File: src/rtl/vend_pkg.sv
// Shared types and constants for the vending controller: FSM states,
// coin encoding, price table and datapath widths.
package vend_pkg;

    localparam int CREDIT_W = 5;
    localparam int SLOT_N   = 4;
    localparam logic [CREDIT_W-1:0] CREDIT_MAX = 5'd31;

    typedef enum logic [1:0] {
        ST_CREDIT   = 2'd0,
        ST_DISPENSE = 2'd1,
        ST_CHANGE   = 2'd2
    } vend_state_t;

    localparam logic [1:0] COIN_NONE = 2'b00;
    localparam logic [1:0] COIN_ONE  = 2'b01;
    localparam logic [1:0] COIN_TWO  = 2'b10;
    localparam logic [1:0] COIN_BAD  = 2'b11;

    localparam logic [CREDIT_W-1:0] PRICE [SLOT_N] = '{5'd3, 5'd4, 5'd5, 5'd6};

    function automatic logic [CREDIT_W-1:0] price_of(input logic [1:0] slot);
        return PRICE[slot];
    endfunction

    // Value in units of an encoded coin; invalid and empty codes are worth 0.
    function automatic logic [1:0] coin_value(input logic [1:0] coin);
        case (coin)
            COIN_ONE: return 2'd1;
            COIN_TWO: return 2'd2;
            default:  return 2'd0;
        endcase
    endfunction

endpackage

File: src/rtl/vend_if.sv
// Customer/dispenser-facing signal bundle of the vending controller.
interface vend_if;
    import vend_pkg::*;

    logic [1:0]          coin;
    logic                sel_valid;
    logic [1:0]          sel;
    logic                cancel;
    logic                restock;
    logic                disp_ack;
    logic                disp_req;
    logic [1:0]          disp_slot;
    logic                change_coin;
    logic [CREDIT_W-1:0] credit;
    logic [SLOT_N-1:0]   sold_out;
    logic                busy;
    logic                coin_reject;
    logic                sel_error;
    logic                disp_fault;

    modport master (
        output coin, sel_valid, sel, cancel, restock, disp_ack,
        input  disp_req, disp_slot, change_coin, credit, sold_out,
               busy, coin_reject, sel_error, disp_fault
    );

    modport slave (
        input  coin, sel_valid, sel, cancel, restock, disp_ack,
        output disp_req, disp_slot, change_coin, credit, sold_out,
               busy, coin_reject, sel_error, disp_fault
    );

endinterface

File: src/rtl/vend_stock.sv
// Per-slot stock counters with decrement, bulk restock and sold-out flags.
module vend_stock
    import vend_pkg::*;
#(
    parameter int STOCK_INIT = 7
) (
    input  logic              clk,
    input  logic              rst,
    input  logic              dec,
    input  logic [1:0]        dec_slot,
    input  logic              restock,
    output logic [SLOT_N-1:0] sold_out
);

    localparam logic [2:0] INIT = 3'(STOCK_INIT);

    logic [SLOT_N-1:0][2:0] stock_q;

    // Reload all slots on restock, otherwise count one item out on dispense.
    always_ff @(posedge clk) begin
        if (!rst) begin
            stock_q <= {SLOT_N{INIT}};
        end else begin
            for (int i = 0; i < SLOT_N; i++) begin
                if (restock) begin
                    stock_q[i] <= INIT;
                end else if (dec && dec_slot == 2'(i) && stock_q[i] != 3'd0) begin
                    stock_q[i] <= stock_q[i] - 3'd1;
                end
            end
        end
    end

    // A slot is sold out exactly when its counter is empty.
    always_comb begin
        sold_out = '0;
        for (int i = 0; i < SLOT_N; i++) begin
            sold_out[i] = (stock_q[i] == 3'd0);
        end
    end

endmodule

File: src/rtl/vend_controller.sv
// Vending controller: accumulates credit, sells from four slots through a
// request/acknowledge dispenser and refunds change one unit per cycle.
module vend_controller
    import vend_pkg::*;
#(
    parameter int STOCK_INIT  = 7,
    parameter int ACK_TIMEOUT = 15
) (
    input  logic  clk,
    input  logic  rst,
    vend_if.slave bus
);

    localparam int TMO_W = $clog2(ACK_TIMEOUT + 1);
    localparam logic [TMO_W-1:0] TMO_LAST = TMO_W'(ACK_TIMEOUT - 1);

    vend_state_t         state;
    logic [CREDIT_W-1:0] credit_q;
    logic [TMO_W-1:0]    tmo_cnt;
    logic [1:0]          slot_q;
    logic                disp_req_q;
    logic                busy_q;
    logic                change_q;
    logic                reject_q;
    logic                sel_err_q;
    logic                fault_q;
    logic [SLOT_N-1:0]   sold_out;
    logic                stock_dec;
    logic                stock_reload;
    logic [CREDIT_W:0]   coin_sum;
    logic [CREDIT_W-1:0] sel_price;
    logic                sel_ok;

    // Saturating credit add; a refund can never push credit past the maximum.
    function automatic logic [CREDIT_W-1:0] sat_add(input logic [CREDIT_W-1:0] a,
                                                    input logic [CREDIT_W-1:0] b);
        logic [CREDIT_W:0] s;
        s = {1'b0, a} + {1'b0, b};
        return (s > {1'b0, CREDIT_MAX}) ? CREDIT_MAX : s[CREDIT_W-1:0];
    endfunction

    assign stock_dec    = (state == ST_DISPENSE) && bus.disp_ack;
    assign stock_reload = (state == ST_CREDIT) && bus.restock;

    vend_stock #(.STOCK_INIT(STOCK_INIT)) u_stock (
        .clk      (clk),
        .rst      (rst),
        .dec      (stock_dec),
        .dec_slot (slot_q),
        .restock  (stock_reload),
        .sold_out (sold_out)
    );

    // Decode the coin sum and selection admissibility for the CREDIT state.
    always_comb begin
        coin_sum  = {1'b0, credit_q} + (CREDIT_W+1)'(coin_value(bus.coin));
        sel_price = price_of(bus.sel);
        sel_ok    = (credit_q >= sel_price) && !sold_out[bus.sel];
    end

    // Main FSM; every output is a register updated alongside the state.
    always_ff @(posedge clk) begin
        if (!rst) begin
            state      <= ST_CREDIT;
            credit_q   <= '0;
            tmo_cnt    <= '0;
            slot_q     <= '0;
            disp_req_q <= 1'b0;
            busy_q     <= 1'b0;
            change_q   <= 1'b0;
            reject_q   <= 1'b0;
            sel_err_q  <= 1'b0;
            fault_q    <= 1'b0;
        end else begin
            change_q  <= 1'b0;
            reject_q  <= 1'b0;
            sel_err_q <= 1'b0;
            fault_q   <= 1'b0;
            case (state)
                ST_CREDIT: begin
                    if (bus.cancel) begin
                        reject_q <= (bus.coin != COIN_NONE);
                        if (credit_q != '0) begin
                            state  <= ST_CHANGE;
                            busy_q <= 1'b1;
                        end
                    end else if (bus.sel_valid) begin
                        reject_q <= (bus.coin != COIN_NONE);
                        if (sel_ok) begin
                            credit_q   <= credit_q - sel_price;
                            slot_q     <= bus.sel;
                            tmo_cnt    <= '0;
                            disp_req_q <= 1'b1;
                            busy_q     <= 1'b1;
                            state      <= ST_DISPENSE;
                        end else begin
                            sel_err_q <= 1'b1;
                        end
                    end else if (bus.coin != COIN_NONE) begin
                        if (bus.coin == COIN_BAD || coin_sum > {1'b0, CREDIT_MAX}) begin
                            reject_q <= 1'b1;
                        end else begin
                            credit_q <= coin_sum[CREDIT_W-1:0];
                        end
                    end
                end
                ST_DISPENSE: begin
                    reject_q  <= (bus.coin != COIN_NONE);
                    sel_err_q <= bus.sel_valid;
                    if (bus.disp_ack) begin
                        disp_req_q <= 1'b0;
                        if (credit_q != '0) begin
                            state <= ST_CHANGE;
                        end else begin
                            state  <= ST_CREDIT;
                            busy_q <= 1'b0;
                        end
                    end else if (tmo_cnt == TMO_LAST) begin
                        // Dispenser never answered: give the money back.
                        disp_req_q <= 1'b0;
                        fault_q    <= 1'b1;
                        credit_q   <= sat_add(credit_q, price_of(slot_q));
                        state      <= ST_CHANGE;
                    end else begin
                        tmo_cnt <= tmo_cnt + 1'b1;
                    end
                end
                ST_CHANGE: begin
                    reject_q  <= (bus.coin != COIN_NONE);
                    sel_err_q <= bus.sel_valid;
                    if (credit_q != '0) begin
                        change_q <= 1'b1;
                        credit_q <= credit_q - CREDIT_W'(1);
                        if (credit_q == CREDIT_W'(1)) begin
                            state  <= ST_CREDIT;
                            busy_q <= 1'b0;
                        end
                    end else begin
                        state  <= ST_CREDIT;
                        busy_q <= 1'b0;
                    end
                end
                default: begin
                    state  <= ST_CREDIT;
                    busy_q <= 1'b0;
                end
            endcase
        end
    end

    assign bus.disp_req    = disp_req_q;
    assign bus.disp_slot   = slot_q;
    assign bus.change_coin = change_q;
    assign bus.credit      = credit_q;
    assign bus.sold_out    = sold_out;
    assign bus.busy        = busy_q;
    assign bus.coin_reject = reject_q;
    assign bus.sel_error   = sel_err_q;
    assign bus.disp_fault  = fault_q;

endmodule

File: src/flat_wrapper.sv
// flat-port wrapper written by rule: the top's interface ports become plain ports
module vend_controller_flat import vend_pkg::*;
#(
    parameter int STOCK_INIT  = 7,
    parameter int ACK_TIMEOUT = 15
)
  (clk, rst, bus_coin, bus_sel_valid, bus_sel, bus_cancel, bus_restock, bus_disp_ack, bus_disp_req, bus_disp_slot, bus_change_coin, bus_credit, bus_sold_out, bus_busy, bus_coin_reject, bus_sel_error, bus_disp_fault);
  vend_if bus_i ();
  input  logic clk;
  input  logic rst;
  input wire logic [$bits(bus_i.coin)-1:0] bus_coin;
  input wire logic [$bits(bus_i.sel_valid)-1:0] bus_sel_valid;
  input wire logic [$bits(bus_i.sel)-1:0] bus_sel;
  input wire logic [$bits(bus_i.cancel)-1:0] bus_cancel;
  input wire logic [$bits(bus_i.restock)-1:0] bus_restock;
  input wire logic [$bits(bus_i.disp_ack)-1:0] bus_disp_ack;
  output wire logic [$bits(bus_i.disp_req)-1:0] bus_disp_req;
  output wire logic [$bits(bus_i.disp_slot)-1:0] bus_disp_slot;
  output wire logic [$bits(bus_i.change_coin)-1:0] bus_change_coin;
  output wire logic [$bits(bus_i.credit)-1:0] bus_credit;
  output wire logic [$bits(bus_i.sold_out)-1:0] bus_sold_out;
  output wire logic [$bits(bus_i.busy)-1:0] bus_busy;
  output wire logic [$bits(bus_i.coin_reject)-1:0] bus_coin_reject;
  output wire logic [$bits(bus_i.sel_error)-1:0] bus_sel_error;
  output wire logic [$bits(bus_i.disp_fault)-1:0] bus_disp_fault;
  assign bus_i.coin = bus_coin;
  assign bus_i.sel_valid = bus_sel_valid;
  assign bus_i.sel = bus_sel;
  assign bus_i.cancel = bus_cancel;
  assign bus_i.restock = bus_restock;
  assign bus_i.disp_ack = bus_disp_ack;
  assign bus_disp_req = bus_i.disp_req;
  assign bus_disp_slot = bus_i.disp_slot;
  assign bus_change_coin = bus_i.change_coin;
  assign bus_credit = bus_i.credit;
  assign bus_sold_out = bus_i.sold_out;
  assign bus_busy = bus_i.busy;
  assign bus_coin_reject = bus_i.coin_reject;
  assign bus_sel_error = bus_i.sel_error;
  assign bus_disp_fault = bus_i.disp_fault;
  vend_controller #(.STOCK_INIT(STOCK_INIT), .ACK_TIMEOUT(ACK_TIMEOUT)) u_core (.clk(clk), .rst(rst), .bus(bus_i));
endmodule
File: config.mk
export PLATFORM = sky130hd
export DESIGN_NAME = vend_controller_flat
export DESIGN_NICKNAME = d
export VERILOG_FILES = /design/src/rtl/vend_pkg.sv /design/src/rtl/vend_if.sv /design/src/rtl/vend_stock.sv /design/src/rtl/vend_controller.sv /design/src/flat_wrapper.sv
export SDC_FILE = /design/constraint.sdc
export NUM_CORES = 1
export LEC_CHECK = 0
export ABC_AREA = 1
export CAP_MARGIN = 10
export CORE_UTILIZATION = 58
export DETAILED_ROUTE_END_ITERATION = 10
export GPL_TIMING_DRIVEN = 1
export PLACE_DENSITY = 0.89
export SLEW_MARGIN = 20
export SYNTH_ARGS = -nofsm -noshare
export SYNTH_HDL_FRONTEND = slang
export SYNTH_SLANG_ARGS = --single-unit
export TNS_END_PERCENT = 20
File: constraint.sdc
create_clock -name clk -period 2.88 [get_ports clk]
set_input_delay 0.576 -clock clk [delete_from_list [all_inputs] [get_ports clk]]
set_output_delay 0.576 -clock clk [all_outputs]
set_load 0.02 [all_outputs]
==> flow_summary.json, run 1 <==
{
  "status": "finished, final reports clean",
  "die_area_mm2": 0.00456,
  "place_area_mm2": 0.00278,
  "synth_cell_types": 33,
  "skew_ns": 0.00168,
  "final_cell_area_mm2": 0.00290,
  "powerDensity_mw_per_mm2": 833,
  "postCtsSetupRepairBufs": 0,
  "layout.cells.non_filler": 440,
  "yosysWarnings": 0,
  "via_per_inst": 5.52,
  "cts_hold_buf": 0,
  "path_buf_inv": 2,
  "leakage_nw": 1.58,
  "arrival_ns": 2.75,
  "synth-seq-cells": 31,
  "path_class": "in2reg",
  "clock_path_buffers": 2,
  "cpPeakStageDelay_ns": 0.54,
  "grt_pass1_vias": 2214,
  "wl_per_cell_um": 13.5,
  "dp_hpwl_um": 4550,
  "routabilityCongestion": 0.954,
  "dp_cells": 432,
  "rsz0062_at_grt": "no",
  "fin_crit_ns": 2.56,
  "clkLatencyLatePin_ns": 0.29,
  "synth_area_mm2": 0.00249,
  "via_count": 2427,
  "fin_tns_setup_ns": 0,
  "worst_pin_slew_ns": 0.517,
  "die_x_um": 67.6,
  "grt_usage_pct": 28.2,
  "hold_class": "reg2reg",
  "cp_max_fo": 8,
  "first_pass_iters": 6,
  "num_antenna_cells": 0,
  "root_buffer": "clkbuf_8",
  "clock.fmax_ghz": 0.391,
  "hold_viol_final": 0,
  "wl_um": 5960,
  "register_area_um2": 621,
  "synth-xor-area-share_pct": 1.05,
  "remaining_drc_errors": 0,
  "fin_crit_sh_pct": 88.9,
  "cpMaxStageDelayCell": "clkdlybuf4s50_1",
  "clk_pin_slew_ns": 0.07,
  "setup_viol": 0,
  "die_h_um": 67.6,
  "htree_levels": 2,
  "path_delay_family": "simple AND/OR/NAND/NOR gates",
  "cts.sinks": 31,
  "synth_compound_area_share_pct": 10.1,
  "grt_max_degree": 13,
  "fin_nets": 432,
  "drt_iter0_markers": 240,
  "cts_buffers": 5,
  "synth_top_family_by_area": "simple AND/OR/NAND/NOR gates",
  "antenna_found_initial": 0,
  "relSlewSlack_pct": 65.5,
  "hold_ws_ns": 0.469,
  "ctsResizeCount": 0,
  "drtAntennaViolNets": 0,
  "portBuffers": 26,
  "synth_seq_area_share_pct": 24.9,
  "grt_pass1_wl_um": 9560,
  "timing.final.ws_setup_ns": 0.321,
  "synthesis.nets": 403,
  "startpoint_type": "input pin",
  "peakVddDrop_mv": 0.417,
  "drive_gt1_share_pct": 8.21,
  "nFillCells": 330,
  "dp_slack_ns": 0.0466,
  "synth_adder_area_share_pct": 17.5,
  "overflow": 0,
  "drv_slew": 0,
  "synthMuxAreaShare_pct": 0,
  "start_util_pct": 61.4,
  "ioPinCount": 27,
  "syn2layout_area_growth_pct": 16.4,
  "cts_tree": "done",
  "multi_input_area_mm2": 0.00160,
  "coreArea_mm2": 0.00406,
  "yosys.area_share.simple_pct": 35.5,
  "critPathCaptureType": "flop",
  "crit_required_ns": 3.07,
  "worstPathCellList": "clkdlybuf4s50_1 -> inv_2 -> ha_1 -> ha_1 -> nand2_1 -> nor2_1 -> nor2_1 -> nand2_4 -> nand2_4 -> nand3_2 -> nand2_4 -> nand2_1 -> nand2_1 -> nor2_1",
  "core.rowCount": 23,
  "synth.avg_cell_area_um2": 6.92,
  "maxCapViolations": 0,
  "syn_inst": 360
}
==> placed cells by master (no fill, tap or decap), types with 3 or more instances in the layout <==
master,synthesis,layout
nand2_1,80,80
nand4_1,7,7
inv_1,55,55
ha_1,30,30
nand3_1,43,43
xor2_1,3,3
a21oi_1,20,20
nand3_2,4,4
dfxtp_1,31,31
inv_2,5,5
nor2_1,34,34
nand2_4,6,6
o21ai_0,7,7
fa_1,3,3
clkbuf_8,0,6
o211ai_1,4,4
clkdlybuf4s50_1,0,26
a21boi_0,3,3
==> cell type report <==
cell class,count,area share [%]
clock inverter,2,1.21
multi-input combinational,263,55.1
timing repair buffer,28,9.49
clock buffer,6,2.85
tap,50,2.16
sequential,31,21.4
inverter,60,7.77
==> per-layer routing <==
| layer | routed length, um | GRT usage (%) | vias to the layer above | share of wire, % |
|---|---|---|---|---|
| li1 | - | - | 1214 | - |
| met1 | 2560 | 35.0 | 1088 | 43 |
| met2 | 2740 | 47.2 | 106 | 46 |
| met3 | 502 | 4.90 | 19 | 8.4 |
| met4 | 155 | 12.5 | 0 | 2.6 |
| met5 | 0 | 0 | - | 0 |
==> synth_stat cells <==
cell type  number  area share (%)
xor2_1          3             1.1
a21oi_1        20             4.0
nand2_1        80              12
nand4_1         7             1.8
o21ai_0         7             1.4
fa_1            3             2.4
nand3_2         4             1.6
o21ai_2         1            0.35
nor3_4          1            0.65
a31oi_1         1            0.25
dfxtp_1        31              25
buf_2           2            0.40
nor2_4          2            0.90
inv_1          55             8.3
nor4_1          2            0.50
a211oi_1        1            0.30
o211ai_1        4             1.2
nor2_1         34             5.1
inv_2           5            0.75
o21ai_1         1            0.20
nand2_2         2            0.50
a21oi_4         1            0.65
buf_6           2            0.90
nand3_1        43             8.6
buf_4           2            0.60
ha_1           30              15
o31ai_1         2            0.60
nand3b_1        2            0.60
or2_1           1            0.25
o22ai_1         1            0.25
nor3_1          1            0.20
a21boi_0        3            0.90
nand2_4         6             2.7
==> flip-flops by register name, summed over array words and instances (netlist names) <==
| register | count |
|---|---|
| u_core.state | 2 |
| u_core.bus.busy | 1 |
| u_core.bus.disp_fault | 1 |
| u_core.bus.change_coin | 1 |
| u_core.u_stock.stock_q | 12 |
| u_core.bus.disp_req | 1 |
| u_core.tmo_cnt | 4 |
| u_core.bus.disp_slot | 2 |
| u_core.bus.sel_error | 1 |
| u_core.bus.credit | 5 |
| u_core.bus.coin_reject | 1 |
==> worst paths after layout <==
path / cells past startpoint / slack, ns / end / startpoint
worst min register to register: 1 / 0.47 / u_core.u_stock.stock_q[8]$_SDFFE_PP1P_ / u_core.u_stock.stock_q[8]$_SDFFE_PP1P_
worst max-delay path: 14 / 0.32 / u_core.bus.credit[3]$_SDFFE_PN0P_ / bus_sel[0]
worst min-delay path: 1 / 0.47 / u_core.u_stock.stock_q[8]$_SDFFE_PP1P_ / u_core.u_stock.stock_q[8]$_SDFFE_PP1P_
worst max register to register: 11 / 0.76 / u_core.bus.credit[4]$_SDFFE_PN0P_ / u_core.bus.disp_slot[0]$_SDFFE_PN0P_
==> kinds of logic (layout without fill, tap and decap cells) <==
family,Yosys count,after routing
xor+xnor,3,3
buf+inv,66,96
flops,31,31
fa+ha+maj,33,33
simple gates,185,185
compound gates,42,42
==> power by group <==
group          total [mW]  internal, mW  switching, mW
Clock               0.452         0.280          0.172
Sequential          0.588         0.501         0.0870
Combinational        1.38         0.512          0.863
==> per-stage QoR <==
step	util (%)	power (mW)
6_report	71.5	2.41
5_1_grt	71.5	2.60
4_1_cts	71.5	2.40
3_5_place_dp	68.6	1.94
3_3_place_gp	68.6	1.90
2_1_floorplan	-	1.61
Note: power is estimated with default switching activity, not from simulation.
==> run 2, diff against run 1 <==
--- a/config.mk
+++ b/config.mk
@@ -8,6 +8,7 @@
 export ABC_AREA = 1
 export CAP_MARGIN = 10
 export CORE_UTILIZATION = 58
+export CTS_CLUSTER_SIZE = 12
 export DETAILED_ROUTE_END_ITERATION = 10
 export GPL_TIMING_DRIVEN = 1
 export PLACE_DENSITY = 0.89
==> results of run 2 <==
Same layout as run 1: the final DEF is identical, and so are final timing and power.
==> run 3, diff against run 2 <==
--- a/config.mk
+++ b/config.mk
@@ -8,7 +8,7 @@
 export ABC_AREA = 1
 export CAP_MARGIN = 10
 export CORE_UTILIZATION = 58
-export CTS_CLUSTER_SIZE = 12
+export CTS_CLUSTER_SIZE = 8
 export DETAILED_ROUTE_END_ITERATION = 10
 export GPL_TIMING_DRIVEN = 1
 export PLACE_DENSITY = 0.89
==> results of run 3 <==
Same layout as run 1: the final DEF is identical, and so are final timing and power.
